File: src/rtl/uart_fifo_pkg.sv
// Shared types and baud helper for the UART FIFO core.
package uart_fifo_pkg;

    typedef enum logic [1:0] {
        TX_IDLE,
        TX_START,
        TX_DATA,
        TX_STOP
    } tx_state_t;

    typedef enum logic [2:0] {
        RX_IDLE,
        RX_START,
        RX_DATA,
        RX_STOP,
        RX_WAIT_HIGH
    } rx_state_t;

    function automatic int cycles_per_bit(input int clk_hz, input int bit_rate);
        return clk_hz / bit_rate;
    endfunction

endpackage

File: src/rtl/uart_fifo_core_fifo.sv
// Synchronous first-word-fall-through FIFO with pointer-plus-count flags.
module sync_fifo #(
    parameter int WIDTH = 8,
    parameter int DEPTH = 8
) (
    input  logic             clk,
    input  logic             reset,
    input  logic             push,
    input  logic [WIDTH-1:0] wr_data,
    input  logic             pop,
    output logic [WIDTH-1:0] rd_data,
    output logic             full,
    output logic             empty
);
    localparam int PTR_W = $clog2(DEPTH);
    localparam int CNT_W = $clog2(DEPTH + 1);

    logic [WIDTH-1:0] mem [DEPTH];
    logic [PTR_W-1:0] wr_ptr;
    logic [PTR_W-1:0] rd_ptr;
    logic [CNT_W-1:0] count;
    logic             do_push;
    logic             do_pop;

    // A pop in the same cycle frees the slot, so a full FIFO still accepts the push.
    assign do_push = push && (!full || pop);
    assign do_pop  = pop && !empty;
    assign full    = (count == CNT_W'(DEPTH));
    assign empty   = (count == '0);
    assign rd_data = empty ? '0 : mem[rd_ptr];

    always_ff @(posedge clk) begin
        if (do_push) begin
            mem[wr_ptr] <= wr_data;
        end
    end

    always_ff @(posedge clk) begin
        if (reset) begin
            wr_ptr <= '0;
            rd_ptr <= '0;
            count  <= '0;
        end else begin
            if (do_push) begin
                wr_ptr <= wr_ptr + PTR_W'(1);
            end
            if (do_pop) begin
                rd_ptr <= rd_ptr + PTR_W'(1);
            end
            if (do_push && !do_pop) begin
                count <= count + CNT_W'(1);
            end else if (do_pop && !do_push) begin
                count <= count - CNT_W'(1);
            end
        end
    end

endmodule

File: src/rtl/uart_fifo_core.sv
// 8N1-style UART: TX FIFO -> serializer, deserializer -> RX FIFO.
module uart_fifo_core
    import uart_fifo_pkg::*;
#(
    parameter int CLK_HZ       = 25000000,
    parameter int BIT_RATE     = 9600,
    parameter int PAYLOAD_BITS = 8,
    parameter int STOP_BITS    = 1,
    parameter int FIFO_DEPTH   = 8
) (
    input  logic                    clk,
    input  logic                    reset,
    input  logic                    uart_rxd,
    output logic                    uart_txd,
    input  logic                    tx_push,
    input  logic [PAYLOAD_BITS-1:0] tx_data,
    output logic                    tx_full,
    output logic                    tx_empty,
    output logic                    tx_busy,
    input  logic                    rx_pop,
    output logic [PAYLOAD_BITS-1:0] rx_data,
    output logic                    rx_empty,
    output logic                    rx_full,
    output logic                    rx_break,
    output logic                    rx_frame_err,
    output logic                    rx_overrun
);
    localparam int CPB     = cycles_per_bit(CLK_HZ, BIT_RATE);
    localparam int CNT_W   = $clog2(CPB + 1);
    localparam int BIT_MAX = (PAYLOAD_BITS > STOP_BITS) ? PAYLOAD_BITS : STOP_BITS;
    localparam int BIT_W   = $clog2(BIT_MAX + 1);

    logic [PAYLOAD_BITS-1:0] tx_head;
    logic                    tx_pop;
    logic                    rx_push;

    tx_state_t               tx_state, tx_state_n;
    logic [CNT_W-1:0]        tx_cnt, tx_cnt_n;
    logic [BIT_W-1:0]        tx_bit, tx_bit_n;
    logic [PAYLOAD_BITS-1:0] tx_shift, tx_shift_n;
    logic                    txd_n;

    rx_state_t               rx_state, rx_state_n;
    logic [CNT_W-1:0]        rx_cnt, rx_cnt_n;
    logic [BIT_W-1:0]        rx_bit, rx_bit_n;
    logic [PAYLOAD_BITS-1:0] rx_shift, rx_shift_n;
    logic                    rx_sync1, rx_sync2;
    logic                    break_n, frame_err_n, overrun_n;

    sync_fifo #(.WIDTH(PAYLOAD_BITS), .DEPTH(FIFO_DEPTH)) u_tx_fifo (
        .clk(clk), .reset(reset), .push(tx_push), .wr_data(tx_data), .pop(tx_pop),
        .rd_data(tx_head), .full(tx_full), .empty(tx_empty)
    );

    sync_fifo #(.WIDTH(PAYLOAD_BITS), .DEPTH(FIFO_DEPTH)) u_rx_fifo (
        .clk(clk), .reset(reset), .push(rx_push), .wr_data(rx_shift), .pop(rx_pop),
        .rd_data(rx_data), .full(rx_full), .empty(rx_empty)
    );

    assign tx_busy = (tx_state != TX_IDLE);

    always_ff @(posedge clk) begin
        if (reset) begin
            tx_state <= TX_IDLE;
            tx_cnt   <= '0;
            tx_bit   <= '0;
            tx_shift <= '0;
            uart_txd <= 1'b1;
        end else begin
            tx_state <= tx_state_n;
            tx_cnt   <= tx_cnt_n;
            tx_bit   <= tx_bit_n;
            tx_shift <= tx_shift_n;
            uart_txd <= txd_n;
        end
    end

    // The last stop cycle reloads directly so back-to-back frames have no idle gap.
    always_comb begin
        tx_state_n = tx_state;
        tx_cnt_n   = tx_cnt;
        tx_bit_n   = tx_bit;
        tx_shift_n = tx_shift;
        tx_pop     = 1'b0;
        case (tx_state)
            TX_IDLE: begin
                if (!tx_empty) begin
                    tx_shift_n = tx_head;
                    tx_pop     = 1'b1;
                    tx_cnt_n   = '0;
                    tx_state_n = TX_START;
                end
            end
            TX_START: begin
                tx_cnt_n = tx_cnt + CNT_W'(1);
                if (tx_cnt == CNT_W'(CPB - 1)) begin
                    tx_cnt_n   = '0;
                    tx_bit_n   = '0;
                    tx_state_n = TX_DATA;
                end
            end
            TX_DATA: begin
                tx_cnt_n = tx_cnt + CNT_W'(1);
                if (tx_cnt == CNT_W'(CPB - 1)) begin
                    tx_cnt_n   = '0;
                    tx_shift_n = tx_shift >> 1;
                    tx_bit_n   = tx_bit + BIT_W'(1);
                    if (tx_bit == BIT_W'(PAYLOAD_BITS - 1)) begin
                        tx_bit_n   = '0;
                        tx_state_n = TX_STOP;
                    end
                end
            end
            TX_STOP: begin
                tx_cnt_n = tx_cnt + CNT_W'(1);
                if (tx_cnt == CNT_W'(CPB - 1)) begin
                    tx_cnt_n = '0;
                    tx_bit_n = tx_bit + BIT_W'(1);
                    if (tx_bit == BIT_W'(STOP_BITS - 1)) begin
                        tx_bit_n   = '0;
                        tx_state_n = TX_IDLE;
                        if (!tx_empty) begin
                            tx_shift_n = tx_head;
                            tx_pop     = 1'b1;
                            tx_state_n = TX_START;
                        end
                    end
                end
            end
            default: tx_state_n = TX_IDLE;
        endcase
        txd_n = 1'b1;
        if (tx_state_n == TX_START) begin
            txd_n = 1'b0;
        end else if (tx_state_n == TX_DATA) begin
            txd_n = tx_shift_n[0];
        end
    end

    always_ff @(posedge clk) begin
        if (reset) begin
            rx_sync1     <= 1'b1;
            rx_sync2     <= 1'b1;
            rx_state     <= RX_IDLE;
            rx_cnt       <= '0;
            rx_bit       <= '0;
            rx_shift     <= '0;
            rx_break     <= 1'b0;
            rx_frame_err <= 1'b0;
            rx_overrun   <= 1'b0;
        end else begin
            rx_sync1     <= uart_rxd;
            rx_sync2     <= rx_sync1;
            rx_state     <= rx_state_n;
            rx_cnt       <= rx_cnt_n;
            rx_bit       <= rx_bit_n;
            rx_shift     <= rx_shift_n;
            rx_break     <= break_n;
            rx_frame_err <= frame_err_n;
            rx_overrun   <= overrun_n;
        end
    end

    // Half a bit after the falling edge confirms the start bit; later samples land mid-bit.
    always_comb begin
        rx_state_n  = rx_state;
        rx_cnt_n    = rx_cnt;
        rx_bit_n    = rx_bit;
        rx_shift_n  = rx_shift;
        rx_push     = 1'b0;
        break_n     = 1'b0;
        frame_err_n = 1'b0;
        overrun_n   = 1'b0;
        case (rx_state)
            RX_IDLE: begin
                if (!rx_sync2) begin
                    rx_cnt_n   = '0;
                    rx_state_n = RX_START;
                end
            end
            RX_START: begin
                rx_cnt_n = rx_cnt + CNT_W'(1);
                if (rx_cnt == CNT_W'(CPB / 2 - 1)) begin
                    rx_cnt_n   = '0;
                    rx_bit_n   = '0;
                    rx_state_n = rx_sync2 ? RX_IDLE : RX_DATA;
                end
            end
            RX_DATA: begin
                rx_cnt_n = rx_cnt + CNT_W'(1);
                if (rx_cnt == CNT_W'(CPB - 1)) begin
                    rx_cnt_n   = '0;
                    rx_shift_n = {rx_sync2, rx_shift[PAYLOAD_BITS-1:1]};
                    rx_bit_n   = rx_bit + BIT_W'(1);
                    if (rx_bit == BIT_W'(PAYLOAD_BITS - 1)) begin
                        rx_bit_n   = '0;
                        rx_state_n = RX_STOP;
                    end
                end
            end
            RX_STOP: begin
                rx_cnt_n = rx_cnt + CNT_W'(1);
                if (rx_cnt == CNT_W'(CPB - 1)) begin
                    rx_cnt_n = '0;
                    if (rx_sync2) begin
                        rx_state_n = RX_IDLE;
                        if (rx_full && !rx_pop) begin
                            overrun_n = 1'b1;
                        end else begin
                            rx_push = 1'b1;
                        end
                    end else begin
                        rx_state_n = RX_WAIT_HIGH;
                        if (rx_shift == '0) begin
                            break_n = 1'b1;
                        end else begin
                            frame_err_n = 1'b1;
                        end
                    end
                end
            end
            RX_WAIT_HIGH: begin
                if (rx_sync2) begin
                    rx_state_n = RX_IDLE;
                end
            end
            default: rx_state_n = RX_IDLE;
        endcase
    end

endmodule

File: config.mk
export PLATFORM = sky130hd
export DESIGN_NAME = uart_fifo_core
export DESIGN_NICKNAME = d
export VERILOG_FILES = /design/src/rtl/uart_fifo_pkg.sv /design/src/rtl/uart_fifo_core_fifo.sv /design/src/rtl/uart_fifo_core.sv
export SDC_FILE = /design/constraint.sdc
export NUM_CORES = 1
export LEC_CHECK = 0
export CAP_MARGIN = 5
export CORE_MARGIN = 1.5
export CORE_UTILIZATION = 46
export CTS_CLUSTER_SIZE = 24
export DETAILED_ROUTE_END_ITERATION = 8
export PLACE_DENSITY = 0.63
export SKIP_LAST_GASP = 1
export SYNTH_ARGS = -nofsm -noshare
export SYNTH_HDL_FRONTEND = slang
export SYNTH_SLANG_ARGS = --single-unit
File: constraint.sdc
create_clock -name clk -period 9.3 [get_ports clk]
set_clock_uncertainty 0.05 [all_clocks]
set_input_delay 1.86 -clock clk [delete_from_list [all_inputs] [get_ports clk]]
set_output_delay 1.86 -clock clk [all_outputs]
set_load 0.05 [all_outputs]
==> results_dict.tcl, run 1 <==
set metrics [dict create \
    min_path_type "register to register" \
    slew_violations 0 \
    h-tree-depth 1 \
    ir_worst_vdd_mv 0.1605 \
    hp-start "rx_sync1$_SDFF_PP1_" \
    fin_crit_sh_pct 53.59 \
    worstPathRequired_ps 7390 \
    fmax_ghz 0.2006 \
    worstSetupPathType "register to primary output" \
    synth_edf_count 128 \
    fp-row-count 51 \
    setup_ws_ps 4316 \
    power.total_mw 2.912 \
    root_buffer "clkbuf_16" \
    remaining_drc_errors 0 \
    syn_nets 757 \
    powerDensity_mw_per_mm2 273.4 \
    wl_mm 18.54 \
    cts_resized 0 \
    post_dp_cell_area_mm2 0.009838 \
    overflow 0 \
    die_x_um 145.0 \
    pre_cts_ws_ps 4507 \
    cp-end-kind "primary output" \
    cp_max_fo 16 \
    yosys_warnings 0 \
    place.gp.congestion 0.8944 \
    vias_per_cell 5.695 \
    holdWs_ps 356.0 \
    crit_buf_inv 1 \
    grt_pass1_wl_mm 30.14 \
    dieArea_mm2 0.02102 \
    core_area_mm2 0.01959 \
    synth_area_leaders "edfxtp_1 41%, dfxtp_1 18%, mux4_2 7.8%, nor2_1 3.3%, ha_1 3.0%" \
    r2r_start "tx_state[0]$_SDFF_PP0_" \
    cts_hold_buf 0 \
    rsz0062_at_grt "no" \
    cts_tree "yes" \
    dp_cells 990 \
    netlist.area_leader.share_pct 41.45 \
    status "complete, no violations" \
    insertion_delay_ps 510 \
    synthArstFlopShare_pct 0 \
    area_delta_synth_final_pct 14.87 \
    wl_per_cell_um 17.96 \
    synth_largest_area_cell "edfxtp_1" \
    tns_ps 0 \
    grt_max_degree 67 \
    p_leak_nw 3.546 \
    fin_crit_ps 4984 \
    final_antenna_net_count 0 \
    io_buffers 29 \
    setup_viol 0 \
    num_vias 5877 \
    syn_avg_cell_area_um2 12.88 \
    ys_seq_area_share_pct 59.80 \
    crit_family "flip-flops" \
    numCtsBuffers 23 \
    initial_utilization_pct 47.33 \
    final_util_pct 54.37 \
    first_global_vias 5910 \
    dpl.hpwl_mm 12.17 \
    final_common_cell "edfxtp_1" \
    cp_slowest_cell "dfxtp_1" \
    ys.flop_type "edfxtp_1" \
    antenna_found_initial 0 \
    die_height_um 145.0 \
    syn_inst 720 \
    drive_gt1_share_pct 13.30 \
    critPathLaunchType "register" \
    final_cell_mix "128 x edfxtp_1, 85 x dfxtp_1, 81 x nor2_1" \
    max-slew-margin-rel_pct 20.07 \
    synth.cell_area_mm2 0.009273 \
    drt-pass1-iter-count 5 \
    synth_cell_types 73 \
    path_clk_slew_ps 60 \
    tightest_slew_ps 1196 \
    post-cts-setup-buffers 0 \
    ios 30 \
    crit_arrival_ps 3070 \
    antenna_cells 0 \
    max_stage_delay_ps 1000 \
    ys_ff_latch 213 \
    fillers 1669 \
    drv_cap 0 \
    clockBufferDepth 3 \
    dr.first_iter.drc_count 397 \
    path_cells "mux4_2 -> mux2i_1 -> nor2_1 -> clkdlybuf4s50_1" \
    finalNetCount 787 \
    numClockSinks 213 \
    fin_cells 1032 \
    stdcell_area_mm2 0.01065 \
    finalHoldViolCount 0 \
    track_usage_pct 17.69 \
]
[area by class of cell]
type | count | area (um2) | share of cell area, %
flip-flops and latches | 213 | 5545 | 52.06
multi-input cells | 457 | 3553 | 33.36
clock buffers | 29 | 638.1 | 5.991
repair buffers | 38 | 352.8 | 3.313
well taps | 265 | 331.6 | 3.113
clock inverters | 13 | 166.4 | 1.562
inverters | 17 | 63.81 | 0.5991
[power breakdown]
group	switching [mW]	internal, mW	leakage (nW)
Sequential	0.0932	1.06	1.86
Clock	0.369	0.573	0.376
Combinational	0.477	0.336	1.31
Total	0.940	1.97	3.55
[synth_stat cells (all sizes together), types with 16 or more instances]
master / number
edfxtp: 128
dfxtp: 85
nor2: 81
nand2: 37
a21oi: 32
mux4: 32
o21ai: 31
mux2i: 27
clkbuf: 25
ha: 22
nor3: 21
inv: 16
nand3: 16
[layer usage]
metal | global-route usage [%] | routed length (um) | up-vias
li1 | - | - | 2805
met5 | 0 | 0 | -
met4 | 7.113 | 601 | 0
met2 | 30.89 | 9228 | 146
met1 | 21.89 | 7945 | 2877
met3 | 2.830 | 762 | 49
[worst paths after layout]
kind / depth (start not counted) / slack, ps / end
worst min-delay path: 1 / 360 / rx_sync2$_SDFF_PP1_
worst min register to register: 1 / 360 / rx_sync2$_SDFF_PP1_
worst max register to register: 14 / 4930 / u_tx_fifo.count[3]$_SDFFE_PP0P_
worst max-delay path: 4 / 4320 / rx_data[3]
[flip-flops by register name, summed over array words and instances, names as in the netlist, 3 cells and up, named ones only]
signal	count
tx_cnt	12
tx_shift	8
rx_state	3
rx_cnt	12
u_tx_fifo.mem	64
rx_bit	4
rx_shift	8
u_tx_fifo.rd_ptr	3
tx_bit	4
u_tx_fifo.count	4
u_tx_fifo.wr_ptr	3
u_rx_fifo.mem	64
u_rx_fifo.count	4
u_rx_fifo.rd_ptr	3
u_rx_fifo.wr_ptr	3
[cells by family (layout without fill, tap and decap cells)]
kind of cell / after synthesis / count (layout) / share of synthesized area, %
buf+inv: 50 / 97 / 2.037
compound gates: 119 / 119 / 8.447
xor+xnor: 19 / 19 / 1.795
fa+ha+maj: 24 / 24 / 3.400
simple gates: 234 / 234 / 13.59
mux: 61 / 61 / 10.93
flops: 213 / 213 / 59.80
Note: power is estimated with default switching activity, not from simulation.
==> run 2: changes to the inputs <==
--- a/config.mk
+++ b/config.mk
@@ -10,7 +10,7 @@
 export CORE_UTILIZATION = 46
 export CTS_CLUSTER_SIZE = 24
 export DETAILED_ROUTE_END_ITERATION = 8
-export PLACE_DENSITY = 0.63
+export PLACE_DENSITY = 0.65
 export SKIP_LAST_GASP = 1
 export SYNTH_ARGS = -nofsm -noshare
 export SYNTH_HDL_FRONTEND = slang
==> constraint.sdc (replaced) <==
create_clock -name clk -period 4.1 [get_ports clk]
set_clock_uncertainty 0.05 [all_clocks]
set_input_delay 0.82 -clock clk [delete_from_list [all_inputs] [get_ports clk]]
set_output_delay 0.82 -clock clk [all_outputs]
set_load 0.05 [all_outputs]
==> run 2 against run 1 <==
Net effect:
- sequential power rose by 120%
- cell count rose by 1.4%
- non-clock buffer count grew 14
- die area is the same
- register-to-register slack got worse by 4500 ps
- count of clock-buffer cells in the layout increased by 8
- cell area grew 0.60%
- critical path type is now register to register
- highest routed layer unchanged
==> results_dict.tcl, run 2 (synthesized netlist as in run 1, its figures left out) <==
set metrics [dict create \
    track_usage_pct 18.29 \
    holdWs_ps 361.3 \
    dieArea_mm2 0.02102 \
    initial_utilization_pct 47.33 \
    dp_cells 1004 \
    clockBufferDepth 3 \
    fillers 1611 \
    cp_slowest_cell "dfxtp_1" \
    max-slew-margin-rel_pct 32.16 \
    min_path_type "register to register" \
    crit_arrival_ps 4000 \
    multi_input_area_mm2 0.003551 \
    slew_violations 0 \
    vias_per_cell 5.687 \
    numClockSinks 213 \
    fp-row-count 51 \
    final_util_pct 54.70 \
    path_clk_slew_ps 60 \
    finalNetCount 801 \
    wl_mm 18.87 \
    insertion_delay_ps 510 \
    place.gp.congestion 0.8989 \
    status "complete, no violations" \
    area_delta_synth_final_pct 15.56 \
    ios 30 \
    reg_top3 "u_rx_fifo.mem (64), u_tx_fifo.mem (64)" \
    worstSetupPathType "register to register" \
    layout.area.seq_mm2 0.005545 \
    drv_cap 0 \
    crit_buf_inv 2 \
    cp-end-kind "register" \
    cts_tree "yes" \
    powerDensity_mw_per_mm2 612.5 \
    finalHoldViolCount 0 \
    num_vias 5949 \
    cp_max_fo 11 \
    critPathLaunchType "register" \
    final_antenna_net_count 0 \
    fin_crit_sh_pct 88.38 \
    first_global_vias 6011 \
    tightest_slew_ps 1009 \
    fin_cells 1046 \
    rsz0062_at_grt "no" \
    tns_ps 0 \
    setup_viol 0 \
    h-tree-depth 1 \
    path_cells "ha_1 -> nor4bb_2 -> nand4_1 -> a21boi_1 -> o21ai_0 -> inv_1 -> ha_1 -> inv_1 -> ha_1 -> a21o_1 -> a21oi_1 -> xnor2_1 -> or3_1 -> a21oi_1" \
    grt_max_degree 41 \
    die_x_um 145.0 \
    grt_pass1_wl_mm 30.85 \
    fmax_ghz 0.2760 \
    wl_per_cell_um 18.04 \
    overflow 0 \
    io_buffers 29 \
    p_leak_nw 3.620 \
    crit_family "compound AO/OA/AOI/OAI gates" \
    antenna_cells 0 \
    cts_resized 0 \
    numCtsBuffers 23 \
    root_buffer "clkbuf_16" \
    final_common_cell "edfxtp_1" \
    die_height_um 145.0 \
    fin_crit_ps 3624 \
    cp_common_cell "ha_1" \
    post-cts-setup-buffers 0 \
    core_area_mm2 0.01959 \
    final_cell_mix "128 x edfxtp_1, 85 x dfxtp_1, 81 x nor2_1" \
    drive_gt1_share_pct 14.47 \
    dr.first_iter.drc_count 318 \
    max_stage_delay_ps 410 \
    cts_hold_buf 0 \
    power.total_mw 6.563 \
    remaining_drc_errors 0 \
    dpl.hpwl_mm 12.40 \
    worstPathRequired_ps 4480 \
    ir_worst_vdd_mv 0.4372 \
    antenna_found_initial 0 \
    drt-pass1-iter-count 5 \
]
==> run 2: cell count changes in the layout (fill, tap and decap cells not counted), sizes merged <==
cell and delta:
clkinv -1, clkbuf +8, bufinv -2, buf +14, clkinvlp -5
==> run 2: layout make-up <==
| type | instances | area share [%] |
|---|---|---|
| clock buffers | 37 | 6.551 |
| multi-input cells | 457 | 33.14 |
| repair buffers | 52 | 4.274 |
| flip-flops and latches | 213 | 51.75 |
| inverters | 17 | 0.5955 |
| clock inverters | 5 | 0.5955 |
| well taps | 265 | 3.094 |
==> run 2: metal layers <==
| metal | vias up | part of all wire [%] | track usage [%] | wire length (um) |
|---|---|---|---|---|
| met5 | - | 0 | 0 | 0 |
| met4 | 0 | 2.7 | 7.010 | 503 |
| met3 | 43 | 4.5 | 2.830 | 850 |
| met2 | 149 | 50 | 31.87 | 9465 |
| met1 | 2914 | 43 | 22.89 | 8050 |
| li1 | 2843 | - | - | - |
==> run 2: worst paths after layout <==
kind                          start                         endpoint  slack [ps]  cells after the start
max          tx_state[0]$_SDFF_PP0_  u_tx_fifo.count[3]$_SDFFE_PP0P_         480                     14
min             rx_sync1$_SDFF_PP1_              rx_sync2$_SDFF_PP1_         360                      1
max reg2reg  tx_state[0]$_SDFF_PP0_  u_tx_fifo.count[3]$_SDFFE_PP0P_         480                     14
min reg2reg     rx_sync1$_SDFF_PP1_              rx_sync2$_SDFF_PP1_         360                      1
==> run 2: power breakdown <==
| group | internal, mW | switching, mW |
|---|---|---|
| logic | 0.796 | 1.15 |
| clock network | 1.24 | 0.805 |
| registers | 2.41 | 0.163 |
| total | 4.45 | 2.12 |
==> run 2: through the flow <==
stage                     instance area [um2]  setup slack, ps
after floorplan                          9273            608.2
after global placement                   9943            608.5
after detailed placement                 9943            453.5
after CTS                               10710            413.9
after global routing                    10720            124.6
final                                   10720            476.3
